## src/rtl/conv_instgen_tiled_if.sv

```systemverilog
// Bus bundle for conv_instgen_tiled: CSR command fields in, stride instructions out.
// The master modport is the generator side; slave is the CSR/decoder side.
interface conv_instgen_tiled_if #(
    parameter int DATA_W  = 32,
    parameter int ADDR_W  = 32,
    parameter int FRAM_AW = 14,
    parameter int KRAM_AW = 12
);
    logic [ADDR_W-1:0]  feature_baseaddr, kernel_baseaddr, output_baseaddr;
    logic [DATA_W-1:0]  feature_width, feature_height, feature_chin, feature_chout;
    logic [DATA_W-1:0]  kernel_sizeh, kernel_sizew, stride_h, stride_w;
    logic [DATA_W-1:0]  output_width, output_height;
    logic               has_bias, has_relu;
    logic               csrcmd_valid, instgen_ready;
    logic               inst_valid, decoder_ready;
    logic [FRAM_AW-1:0] stride_feature_baseaddr, stride_wb_baseaddr;
    logic [KRAM_AW-1:0] stride_kernel_baseaddr;
    logic [DATA_W-1:0]  stride_wb_ch_offset, stride_tile_chout;
    logic [DATA_W-1:0]  stride_feature_chin, stride_feature_width, stride_feature_height;
    logic [DATA_W-1:0]  stride_kernel_sizeh, stride_kernel_sizew;
    logic               stride_has_bias, stride_has_relu;
    logic               conv_complete, cfg_error;
    logic [31:0]        stall_cnt;

    modport master (
        input  feature_baseaddr, kernel_baseaddr, output_baseaddr,
        input  feature_width, feature_height, feature_chin, feature_chout,
        input  kernel_sizeh, kernel_sizew, stride_h, stride_w,
        input  output_width, output_height, has_bias, has_relu,
        input  csrcmd_valid, decoder_ready,
        output instgen_ready, inst_valid,
        output stride_feature_baseaddr, stride_wb_baseaddr, stride_kernel_baseaddr,
        output stride_wb_ch_offset, stride_tile_chout,
        output stride_feature_chin, stride_feature_width, stride_feature_height,
        output stride_kernel_sizeh, stride_kernel_sizew,
        output stride_has_bias, stride_has_relu,
        output conv_complete, cfg_error, stall_cnt
    );

    modport slave (
        output feature_baseaddr, kernel_baseaddr, output_baseaddr,
        output feature_width, feature_height, feature_chin, feature_chout,
        output kernel_sizeh, kernel_sizew, stride_h, stride_w,
        output output_width, output_height, has_bias, has_relu,
        output csrcmd_valid, decoder_ready,
        input  instgen_ready, inst_valid,
        input  stride_feature_baseaddr, stride_wb_baseaddr, stride_kernel_baseaddr,
        input  stride_wb_ch_offset, stride_tile_chout,
        input  stride_feature_chin, stride_feature_width, stride_feature_height,
        input  stride_kernel_sizeh, stride_kernel_sizew,
        input  stride_has_bias, stride_has_relu,
        input  conv_complete, cfg_error, stall_cnt
    );
endinterface

```

## src/rtl/conv_instgen_tiled.sv

```systemverilog
// Tiled CONV stride instruction generator: walks (tile, oy, ox) with adder-only address updates.
// Optional backpressure counter enabled by defining INSTGEN_STALL_CNT_EN.
module conv_instgen_tiled #(
    parameter int DATA_W   = 32,
    parameter int ADDR_W   = 32,
    parameter int FRAM_AW  = 14,
    parameter int KRAM_AW  = 12,
    parameter int OCH_TILE = 8
) (
    input logic                  clk,
    input logic                  rst_n,
    conv_instgen_tiled_if.master bus
);
    typedef enum logic [1:0] {IDLE, INIT, EXEC, DONE} state_e;

    localparam logic [DATA_W-1:0] ONE    = DATA_W'(1);
    localparam logic [DATA_W-1:0] TILE_W = DATA_W'(OCH_TILE);

    state_e state_q, state_d;

    logic [FRAM_AW-1:0] fbase_q, obase_q, rowstep_q, tile_wb_step_q;
    logic [FRAM_AW-1:0] row_q, feat_q, wb_q, wb_tile_q;
    logic [KRAM_AW-1:0] kbase0_q, ktile_q, kbase_q;
    logic [DATA_W-1:0]  chin_q, fw_q, fh_q, kh_q, kw_q, sh_q, sw_q, ow_q, oh_q, chout_q;
    logic [DATA_W-1:0]  wbch_q, ntiles_q, last_chout_q, tile_chout_q;
    logic [DATA_W-1:0]  ox_q, oy_q, tile_q;
    logic               bias_q, relu_q, cfg_error_q;

    logic [DATA_W:0]    nt_full;
    logic [DATA_W-1:0]  ntiles_init, last_chout_init;
    logic               cfg_bad, ox_end, oy_end, tile_end;

    // Tile count rounds up in DATA_W+1 bits so a near-max chout cannot wrap.
    assign nt_full         = ({1'b0, chout_q} + (DATA_W+1)'(OCH_TILE - 1)) / (DATA_W+1)'(OCH_TILE);
    assign ntiles_init     = nt_full[DATA_W-1:0];
    assign last_chout_init = chout_q - (ntiles_init - ONE) * TILE_W;
    assign cfg_bad  = (sh_q == '0) || (sw_q == '0) || (ow_q == '0) || (oh_q == '0) || (chout_q == '0);
    assign ox_end   = (ox_q == ow_q - ONE);
    assign oy_end   = (oy_q == oh_q - ONE);
    assign tile_end = (tile_q == ntiles_q - ONE);

    always_ff @(posedge clk or negedge rst_n) begin
        if (!rst_n) state_q <= IDLE;
        else        state_q <= state_d;
    end

    // NOTE: state_d takes its hold value first so no path through this block infers a latch.
    always_comb begin
        state_d = state_q;
        case (state_q)
            IDLE:    if (bus.csrcmd_valid) state_d = INIT;
            INIT:    state_d = cfg_bad ? DONE : EXEC;
            EXEC:    if (bus.decoder_ready && ox_end && oy_end && tile_end) state_d = DONE;
            default: state_d = IDLE;
        endcase
    end

    // NOTE: non-blocking assignments keep every register sampling pre-edge values.
    always_ff @(posedge clk or negedge rst_n) begin
        if (!rst_n) begin
            fbase_q <= '0; obase_q <= '0; rowstep_q <= '0; tile_wb_step_q <= '0;
            row_q <= '0; feat_q <= '0; wb_q <= '0; wb_tile_q <= '0;
            kbase0_q <= '0; ktile_q <= '0; kbase_q <= '0;
            chin_q <= '0; fw_q <= '0; fh_q <= '0; kh_q <= '0; kw_q <= '0;
            sh_q <= '0; sw_q <= '0; ow_q <= '0; oh_q <= '0; chout_q <= '0;
            wbch_q <= '0; ntiles_q <= '0; last_chout_q <= '0; tile_chout_q <= '0;
            ox_q <= '0; oy_q <= '0; tile_q <= '0;
            bias_q <= 1'b0; relu_q <= 1'b0; cfg_error_q <= 1'b0;
        end else begin
            case (state_q)
                IDLE: if (bus.csrcmd_valid) begin
                    fbase_q     <= bus.feature_baseaddr[2 +: FRAM_AW];
                    obase_q     <= bus.output_baseaddr[2 +: FRAM_AW];
                    kbase0_q    <= bus.kernel_baseaddr[2 +: KRAM_AW];
                    chin_q      <= bus.feature_chin;
                    chout_q     <= bus.feature_chout;
                    fw_q        <= bus.feature_width;
                    fh_q        <= bus.feature_height;
                    kh_q        <= bus.kernel_sizeh;
                    kw_q        <= bus.kernel_sizew;
                    sh_q        <= bus.stride_h;
                    sw_q        <= bus.stride_w;
                    ow_q        <= bus.output_width;
                    oh_q        <= bus.output_height;
                    bias_q      <= bus.has_bias;
                    relu_q      <= bus.has_relu;
                    cfg_error_q <= 1'b0;
                end
                INIT: begin
                    ktile_q        <= KRAM_AW'(chin_q) * KRAM_AW'(kh_q) * KRAM_AW'(kw_q) * KRAM_AW'(OCH_TILE);
                    rowstep_q      <= FRAM_AW'(sh_q) * FRAM_AW'(fw_q);
                    wbch_q         <= ow_q * oh_q;
                    tile_wb_step_q <= FRAM_AW'(ow_q) * FRAM_AW'(oh_q) * FRAM_AW'(OCH_TILE);
                    ntiles_q       <= ntiles_init;
                    last_chout_q   <= last_chout_init;
                    tile_chout_q   <= (ntiles_init == ONE) ? last_chout_init : TILE_W;
                    ox_q <= '0; oy_q <= '0; tile_q <= '0;
                    row_q <= fbase_q; feat_q <= fbase_q;
                    wb_q <= obase_q; wb_tile_q <= obase_q;
                    kbase_q <= kbase0_q;
                    if (cfg_bad) cfg_error_q <= 1'b1;
                end
                EXEC: if (bus.decoder_ready) begin
                    if (!ox_end) begin
                        ox_q   <= ox_q + ONE;
                        feat_q <= feat_q + FRAM_AW'(sw_q);
                        wb_q   <= wb_q + FRAM_AW'(1);
                    end else if (!oy_end) begin
                        ox_q   <= '0;
                        oy_q   <= oy_q + ONE;
                        row_q  <= row_q + rowstep_q;
                        feat_q <= row_q + rowstep_q;
                        wb_q   <= wb_q + FRAM_AW'(1);
                    end else begin
                        // Tile wrap: spatial walk restarts, kernel and writeback move one tile on.
                        ox_q <= '0; oy_q <= '0;
                        row_q <= fbase_q; feat_q <= fbase_q;
                        tile_q       <= tile_q + ONE;
                        kbase_q      <= kbase_q + ktile_q;
                        wb_tile_q    <= wb_tile_q + tile_wb_step_q;
                        wb_q         <= wb_tile_q + tile_wb_step_q;
                        tile_chout_q <= (tile_q + ONE == ntiles_q - ONE) ? last_chout_q : TILE_W;
                    end
                end
                default: ;
            endcase
        end
    end

    assign bus.instgen_ready           = (state_q == IDLE);
    assign bus.inst_valid              = (state_q == EXEC);
    assign bus.conv_complete           = (state_q == DONE);
    assign bus.cfg_error               = cfg_error_q;
    assign bus.stride_feature_baseaddr = feat_q;
    assign bus.stride_kernel_baseaddr  = kbase_q;
    assign bus.stride_wb_baseaddr      = wb_q;
    assign bus.stride_wb_ch_offset     = wbch_q;
    assign bus.stride_tile_chout       = tile_chout_q;
    assign bus.stride_feature_chin     = chin_q;
    assign bus.stride_feature_width    = fw_q;
    assign bus.stride_feature_height   = fh_q;
    assign bus.stride_kernel_sizeh     = kh_q;
    assign bus.stride_kernel_sizew     = kw_q;
    assign bus.stride_has_bias         = bias_q;
    assign bus.stride_has_relu         = relu_q;

`ifdef INSTGEN_STALL_CNT_EN
    logic [31:0] stall_q;
    always_ff @(posedge clk or negedge rst_n) begin
        if (!rst_n)                                   stall_q <= '0;
        else if (state_q == IDLE && bus.csrcmd_valid) stall_q <= '0;
        else if (state_q == EXEC && !bus.decoder_ready && stall_q != '1)
            stall_q <= stall_q + 32'd1;
    end
    assign bus.stall_cnt = stall_q;
`else
    assign bus.stall_cnt = '0;
`endif

    // Byte-offset and high address bits are not part of the BRAM word address.
    logic unused_bits;
    assign unused_bits = ^{bus.feature_baseaddr[1:0], bus.feature_baseaddr[ADDR_W-1:FRAM_AW+2],
                           bus.output_baseaddr[1:0], bus.output_baseaddr[ADDR_W-1:FRAM_AW+2],
                           bus.kernel_baseaddr[1:0], bus.kernel_baseaddr[ADDR_W-1:KRAM_AW+2],
                           nt_full[DATA_W]};
endmodule

```

## src/flat_wrapper.sv

```systemverilog
// flat-port wrapper written by rule: the top's interface ports become plain ports
module conv_instgen_tiled_flat 
#(
    parameter int DATA_W   = 32,
    parameter int ADDR_W   = 32,
    parameter int FRAM_AW  = 14,
    parameter int KRAM_AW  = 12,
    parameter int OCH_TILE = 8
)
  (clk, rst_n, bus_feature_baseaddr, bus_kernel_baseaddr, bus_output_baseaddr, bus_feature_width, bus_feature_height, bus_feature_chin, bus_feature_chout, bus_kernel_sizeh, bus_kernel_sizew, bus_stride_h, bus_stride_w, bus_output_width, bus_output_height, bus_has_bias, bus_has_relu, bus_csrcmd_valid, bus_decoder_ready, bus_instgen_ready, bus_inst_valid, bus_stride_feature_baseaddr, bus_stride_wb_baseaddr, bus_stride_kernel_baseaddr, bus_stride_wb_ch_offset, bus_stride_tile_chout, bus_stride_feature_chin, bus_stride_feature_width, bus_stride_feature_height, bus_stride_kernel_sizeh, bus_stride_kernel_sizew, bus_stride_has_bias, bus_stride_has_relu, bus_conv_complete, bus_cfg_error, bus_stall_cnt);
  conv_instgen_tiled_if #(.DATA_W(DATA_W), .ADDR_W(ADDR_W), .FRAM_AW(FRAM_AW), .KRAM_AW(KRAM_AW)) bus_i ();
  input logic clk;
  input logic rst_n;
  input wire logic [$bits(bus_i.feature_baseaddr)-1:0] bus_feature_baseaddr;
  input wire logic [$bits(bus_i.kernel_baseaddr)-1:0] bus_kernel_baseaddr;
  input wire logic [$bits(bus_i.output_baseaddr)-1:0] bus_output_baseaddr;
  input wire logic [$bits(bus_i.feature_width)-1:0] bus_feature_width;
  input wire logic [$bits(bus_i.feature_height)-1:0] bus_feature_height;
  input wire logic [$bits(bus_i.feature_chin)-1:0] bus_feature_chin;
  input wire logic [$bits(bus_i.feature_chout)-1:0] bus_feature_chout;
  input wire logic [$bits(bus_i.kernel_sizeh)-1:0] bus_kernel_sizeh;
  input wire logic [$bits(bus_i.kernel_sizew)-1:0] bus_kernel_sizew;
  input wire logic [$bits(bus_i.stride_h)-1:0] bus_stride_h;
  input wire logic [$bits(bus_i.stride_w)-1:0] bus_stride_w;
  input wire logic [$bits(bus_i.output_width)-1:0] bus_output_width;
  input wire logic [$bits(bus_i.output_height)-1:0] bus_output_height;
  input wire logic [$bits(bus_i.has_bias)-1:0] bus_has_bias;
  input wire logic [$bits(bus_i.has_relu)-1:0] bus_has_relu;
  input wire logic [$bits(bus_i.csrcmd_valid)-1:0] bus_csrcmd_valid;
  input wire logic [$bits(bus_i.decoder_ready)-1:0] bus_decoder_ready;
  output wire logic [$bits(bus_i.instgen_ready)-1:0] bus_instgen_ready;
  output wire logic [$bits(bus_i.inst_valid)-1:0] bus_inst_valid;
  output wire logic [$bits(bus_i.stride_feature_baseaddr)-1:0] bus_stride_feature_baseaddr;
  output wire logic [$bits(bus_i.stride_wb_baseaddr)-1:0] bus_stride_wb_baseaddr;
  output wire logic [$bits(bus_i.stride_kernel_baseaddr)-1:0] bus_stride_kernel_baseaddr;
  output wire logic [$bits(bus_i.stride_wb_ch_offset)-1:0] bus_stride_wb_ch_offset;
  output wire logic [$bits(bus_i.stride_tile_chout)-1:0] bus_stride_tile_chout;
  output wire logic [$bits(bus_i.stride_feature_chin)-1:0] bus_stride_feature_chin;
  output wire logic [$bits(bus_i.stride_feature_width)-1:0] bus_stride_feature_width;
  output wire logic [$bits(bus_i.stride_feature_height)-1:0] bus_stride_feature_height;
  output wire logic [$bits(bus_i.stride_kernel_sizeh)-1:0] bus_stride_kernel_sizeh;
  output wire logic [$bits(bus_i.stride_kernel_sizew)-1:0] bus_stride_kernel_sizew;
  output wire logic [$bits(bus_i.stride_has_bias)-1:0] bus_stride_has_bias;
  output wire logic [$bits(bus_i.stride_has_relu)-1:0] bus_stride_has_relu;
  output wire logic [$bits(bus_i.conv_complete)-1:0] bus_conv_complete;
  output wire logic [$bits(bus_i.cfg_error)-1:0] bus_cfg_error;
  output wire logic [$bits(bus_i.stall_cnt)-1:0] bus_stall_cnt;
  assign bus_i.feature_baseaddr = bus_feature_baseaddr;
  assign bus_i.kernel_baseaddr = bus_kernel_baseaddr;
  assign bus_i.output_baseaddr = bus_output_baseaddr;
  assign bus_i.feature_width = bus_feature_width;
  assign bus_i.feature_height = bus_feature_height;
  assign bus_i.feature_chin = bus_feature_chin;
  assign bus_i.feature_chout = bus_feature_chout;
  assign bus_i.kernel_sizeh = bus_kernel_sizeh;
  assign bus_i.kernel_sizew = bus_kernel_sizew;
  assign bus_i.stride_h = bus_stride_h;
  assign bus_i.stride_w = bus_stride_w;
  assign bus_i.output_width = bus_output_width;
  assign bus_i.output_height = bus_output_height;
  assign bus_i.has_bias = bus_has_bias;
  assign bus_i.has_relu = bus_has_relu;
  assign bus_i.csrcmd_valid = bus_csrcmd_valid;
  assign bus_i.decoder_ready = bus_decoder_ready;
  assign bus_instgen_ready = bus_i.instgen_ready;
  assign bus_inst_valid = bus_i.inst_valid;
  assign bus_stride_feature_baseaddr = bus_i.stride_feature_baseaddr;
  assign bus_stride_wb_baseaddr = bus_i.stride_wb_baseaddr;
  assign bus_stride_kernel_baseaddr = bus_i.stride_kernel_baseaddr;
  assign bus_stride_wb_ch_offset = bus_i.stride_wb_ch_offset;
  assign bus_stride_tile_chout = bus_i.stride_tile_chout;
  assign bus_stride_feature_chin = bus_i.stride_feature_chin;
  assign bus_stride_feature_width = bus_i.stride_feature_width;
  assign bus_stride_feature_height = bus_i.stride_feature_height;
  assign bus_stride_kernel_sizeh = bus_i.stride_kernel_sizeh;
  assign bus_stride_kernel_sizew = bus_i.stride_kernel_sizew;
  assign bus_stride_has_bias = bus_i.stride_has_bias;
  assign bus_stride_has_relu = bus_i.stride_has_relu;
  assign bus_conv_complete = bus_i.conv_complete;
  assign bus_cfg_error = bus_i.cfg_error;
  assign bus_stall_cnt = bus_i.stall_cnt;
  conv_instgen_tiled #(.DATA_W(DATA_W), .ADDR_W(ADDR_W), .FRAM_AW(FRAM_AW), .KRAM_AW(KRAM_AW), .OCH_TILE(OCH_TILE)) u_core (.clk(clk), .rst_n(rst_n), .bus(bus_i));
endmodule
```

## config.mk

```make
export PLATFORM = sky130hd
export DESIGN_NAME = conv_instgen_tiled_flat
export DESIGN_NICKNAME = d
export VERILOG_FILES = /design/src/rtl/conv_instgen_tiled_if.sv /design/src/rtl/conv_instgen_tiled.sv /design/src/flat_wrapper.sv
export SDC_FILE = /design/constraint.sdc
export NUM_CORES = 2
export LEC_CHECK = 0
export ABC_AREA = 1
export CAP_MARGIN = 20
export CORE_AREA = 2 2 343 379
export DETAILED_ROUTE_END_ITERATION = 6
export DIE_AREA = 0 0 345 381
export PLACE_DENSITY = 0.77
export SLEW_MARGIN = 30
export SYNTH_ARGS = -nofsm -noshare
export SYNTH_HDL_FRONTEND = slang
export SYNTH_SLANG_ARGS = --single-unit
```

## constraint.sdc

```tcl
create_clock -name clk -period 16.3 [get_ports clk]
set_input_delay 1.63 -clock clk [delete_from_list [all_inputs] [get_ports clk]]
set_output_delay 1.63 -clock clk [all_outputs]
set_load 0.02 [all_outputs]
```

# --- After elaboration in Yosys (flattened, before gate mapping) ---
# Cells that the tools add are included.
classes:
  eq_ne: 14
  n_reduce_logical: 21
  mux: 43
  add_sub_neg: 14
  mul: 5
ops:
  columns: ["cell", "count"]
  rows:
  - ["$mux W32", 13]
  - ["$pmux W32 S2", 4]
  - ["$logic_not A32 Y1", 5]
  - ["$mux W14", 11]
  - ["$eq A32 B32 Y1", 4]
  - ["$pmux W14 S2", 4]
  - ["$add A32 B1 Y32 const B", 3]
  - ["$sub A32 B1 Y32 const B", 2]
  - ["$add A14 B14 Y14", 3]
  - ["$mux W12", 3]
  - ["$add A32 B3 Y33 const B", 1]
  - ["$mul A32 B32 Y32", 1]
  - ["$sub A32 B32 Y32", 1]
  - ["$sub A30 B1 Y31 const B", 1]
  - ["$eq A30 B1 Y1 const B", 1]
  - ["$sub A29 B1 Y29 const B", 1]
  - ["$pmux W12 S2", 1]
  - ["$add A14 B1 Y14 const B", 1]
  - ["$mul A14 B14 Y11", 1]
  - ["$mul A14 B14 Y14", 1]
  - ["$add A12 B12 Y12", 1]
  - ["$mul A12 B12 Y12", 1]
  - ["$mul A12 B12 Y9", 1]
  - ["$ne A2 B1 Y1 const B", 4]
  - ["other kinds (14)", 28]
totals:
  elab_cells: 129
  output_inout_bits: 302
  in_bits: 422
  ff_bits: 689

# --- Longest topological paths before layout ---
logic_depth:
  word_depth: 7
  mapped_depth: 35
  ltp_nobuf: 33

# --- Worst setup path after synthesis ---
# OpenSTA, ideal clock, no wires.
synth_timing:
  kind: "register -> register"
  from: "register u_core.chin_q[0], in the netlist u_core.bus.stride_feature_chin[0]"
  to: "register u_core.ktile_q[11]"
  t_arrival_ps: 7309
  path_buffers: 1
  path_slack_ps: 8873
  path_stages_with_launch: 34
  setup_time_ps: 118
  path_cell_list: "dfrtp_1 > clkbuf_1 > nand2_1 > inv_1 > fa_1 > ha_1 > inv_1 > fa_1 > inv_1 > ha_1 > inv_1 > fa_1 > inv_1 > ha_1 > nand3_1 > nand3_1 > xnor2_1 > or2_2 > fa_1 > inv_1 > fa_1 > inv_1 > fa_1 > fa_1 > inv_1 > ha_1 > a21oi_1 > xnor2_1 > xnor2_1 > xor2_1 > xor2_1 > or2_2 > nand3_1 > nand2_1"
synth_via:
  elab_chain_cells: 2
synth_rtl:
  columns: ["item", "line", "text"]
  rows:
  - ["from (decl)", "conv_instgen_tiled.sv:24", "logic [DATA_W-1:0] chin_q, fw_q, fh_q, kh_q, kw_q, sh_q, sw_q, ow_q, oh_q, chout_q;"]
  - ["from (signal assigned)", "conv_instgen_tiled.sv:75", "chin_q <= bus.feature_chin;"]
  - ["$mul A12 B12 Y12", "conv_instgen_tiled.sv:90", "ktile_q <= KRAM_AW'(chin_q) * KRAM_AW'(kh_q) * KRAM_AW'(kw_q) * KRAM_AW'(OCH_TILE);"]
  - ["$mul A12 B12 Y9", "conv_instgen_tiled.sv:90", null]
  - ["to (signal assigned)", "conv_instgen_tiled.sv:90", null]
  - ["to (decl)", "conv_instgen_tiled.sv:23", "logic [KRAM_AW-1:0] kbase0_q, ktile_q, kbase_q;"]
# No other way between the ends.
# A chain may end at the register's enable or synchronous reset.

# --- Worst setup path in the final report ---
# Ends and elaborated chain as after synthesis.

==> summary.md <==
| Metric | Value |
|---|---|
| Status | `finished clean` |
| Crit Path Max Fanout | `11` |
| DRC | `0` |
| Gr usage total | `0.316` |
| Cell with the most instances on the worst path | `inv_1` |
| WS Path Type | `register to register` |
| Vias per inst | `5.44` |
| Synthesized cell area | `63,300 um2` |
| Die Width | `345 um` |
| DRT Pass-1 Iters | `6` |
| Share of the synthesized area in the top cell type | `0.271` |
| Clk_lat worst skew | `0.73 ns` |
| Final net count | `9,843` |
| Top post-synthesis cells by area | `dfrtp_1, fa_1, nand2_1` |
| CTS Buf Count | `81` |
| CP Capture Type | `register` |
| Most common cell after layout, fill and taps aside | `nand2_1` |
| Area grow syn2layout | `16.5%` |
| Root Driver | `clkbuf_16` |
| Die area | `131,000 um2` |
| Clock Tree Buf Depth | `3` |
| Number of max-cap violations | `0` |
| Row count | `138` |
| Dominant cell type by area after synthesis | `dfrtp_1` |
| Ys Warns | `0` |
| Initial antenna violation count | `14` |
| Post-route ant nets | `0` |
| Hold Violations, Final | `0` |
| Commonest non-fill, non-tap cells in the layout | `nand2_1, inv_1, dfrtp_1, clkdlybuf4s50_1, nor2_1` |
| Pin count of the biggest net entering global routing | `103` |
| Worst slew pin tran | `1.08 ns` |
| Setup Buffers After CTS | `0` |
| Clock slew at reported path FFs | `0.07 ns` |
| CP max-delay cell | `fa_1` |
| Slew HR | `0.272` |
| IO buf count | `635` |
| Number of synthesized register bits | `687` |
| Final hold slack | `0.472 ns` |
| Synth Flop Type | `dfrtp_1` |
| Initial Utilization | `0.496` |
| Critical Path AT | `8.32 ns` |
| Synth Instances | `8,124` |
| Initial DRC count | `4,405` |
| Avg Inst Size Synth | `7.80 um2` |
| RSZ-0062 raised after global routing | `no` |
| Die height | `381 um` |
| Fmax | `130 MHz` |
| DR vias | `56,200` |
| Seq/Total Area, Yosys | `0.271` |
| Io pins | `724` |
| Final period utilization | `0.473` |
| DP Wirelength | `162 mm` |
| Wirelength per Cell | `20.1 um` |
| Ys async rst share | `1.00` |
| Netlist cell types | `58` |
| CTS tree | `yes` |
| Clock Skews | `0.0590 ns` |
| Final count of negative-setup-slack endpoints | `0` |
| Layout cells sized above 1 | `0.0653` |
| Worst hold path type | `register to register` |
| H-tree Lvls | `3` |
| Final Routed Wirelength | `208 mm` |
| Post_cts resized | `0` |
| Crit path time final | `7.72 ns` |
| Max incr delay on CP | `0.55 ns` |
| GPL Wtd Cong | `1.04` |
| CORE AREA | `128,000 um2` |
| Global-route wire length before repair | `324 mm` |
| Final WS setup | `8.58 ns` |
| Filler Cells Inserted | `11,500` |
| Final TNS setup | `0 ns` |
| Gr ovfl total | `0` |
| Hold_buf cts | `0` |
| Clock Sinks | `687` |
| Pre-CTS setup slack | `8.63 ns` |
| Vias in the first global route | `57,800` |
| Number of synthesized flops with an enable pin | `0` |
| CP required | `16.90 ns` |
| Critical Path Start Type | `register` |
| Max Slew Vio Count | `0` |
worst max-delay path, delay by kind of cell, from the launching register on:
family	cells	cell delay, ns
AO/OA/AOI/OAI	1	0.21
XOR/XNOR	5	0.78
adder cells (fa/ha/maj)	11	4.64
buffers and inverters	8	0.39
flip-flops	1	0.52
AND/OR/NAND/NOR	7	1.01
synthesized netlist by cell type (41+ instances only):
cell,instances
nand2_1,2142
inv_1,1416
dfrtp_1,687
nor2_1,632
fa_1,525
ha_1,313
nand3_1,282
mux2_2,270
a21oi_1,257
xor2_1,253
o21ai_0,246
clkbuf_1,227
nand4_1,195
xnor2_1,149
nor3_1,80
buf_1,45
buf_2,42
buf_4,41
cell families (layout without fill, tap and decap cells):
| kind of cell | count (synthesis) | in the layout | synth area share |
|---|---|---|---|
| muxes | 270 | 270 | 0.0480 |
| other | 1 | 42 | 0.0000592 |
| buffers and inverters | 1788 | 2282 | 0.110 |
| and+or+nand+nor | 3478 | 3478 | 0.230 |
| xor gates and xnor gates | 405 | 405 | 0.0567 |
| DFF | 687 | 687 | 0.271 |
| adders and majority gates | 838 | 838 | 0.228 |
| AOI/OAI and AO/OA | 657 | 657 | 0.0562 |
through the flow:
step,area (um2),cells,util
finish,73800,10300,0.577
CTS,73700,10300,0.577
detailed placement,70900,10200,0.555
global route,73800,10300,0.577
floorplan,63400,8155,-
global placement,70900,10200,0.555
metal layers:
| layer | vias up | GRT usage | part of all wire |
|---|---|---|---|
| met3 | 621 | 0.0591 | 0.078 |
| met5 | - | 0 | 0.00012 |
| met1 | 27200 | 0.371 | 0.37 |
| met2 | 2390 | 0.525 | 0.47 |
| met4 | 4 | 0.216 | 0.075 |
| li1 | 26000 | - | - |
path summary, 6_finish.rpt:
check | slack, ns | cells past startpoint | startpoint | end
worst max register to register | 8.58 | 32 | u_core.bus.stride_feature_chin[0] | u_core.ktile_q[11]
worst min-delay path | 0.47 | 2 | u_core.last_chout_q[4] | u_core.last_chout_q[4]
worst max-delay path | 8.58 | 32 | u_core.bus.stride_feature_chin[0] | u_core.ktile_q[11]
worst min register to register | 0.47 | 2 | u_core.last_chout_q[4] | u_core.last_chout_q[4]
max in group asynchronous | 12.48 | 4 | rst_n | u_core.bus.stride_kernel_sizeh[25]
min in group asynchronous | 0.96 | 1 | rst_n | u_core.chout_q[25]
final cells by class:
cell class / instances / area [um2] / area share
inverters: 1426 / 5360 / 0.0726
multi-input cells: 5680 / 39400 / 0.533
well taps: 1680 / 2100 / 0.0285
clock inverters: 39 / 527 / 0.00714
repair buffers: 707 / 6960 / 0.0943
flip-flops and latches: 687 / 17200 / 0.233
clock buffers: 110 / 2270 / 0.0307
diodes: 10 / 25.0 / 0.000339
Power is not shown: default switching activity piles up to over one toggle a cycle in this logic, so the estimate is an artifact.
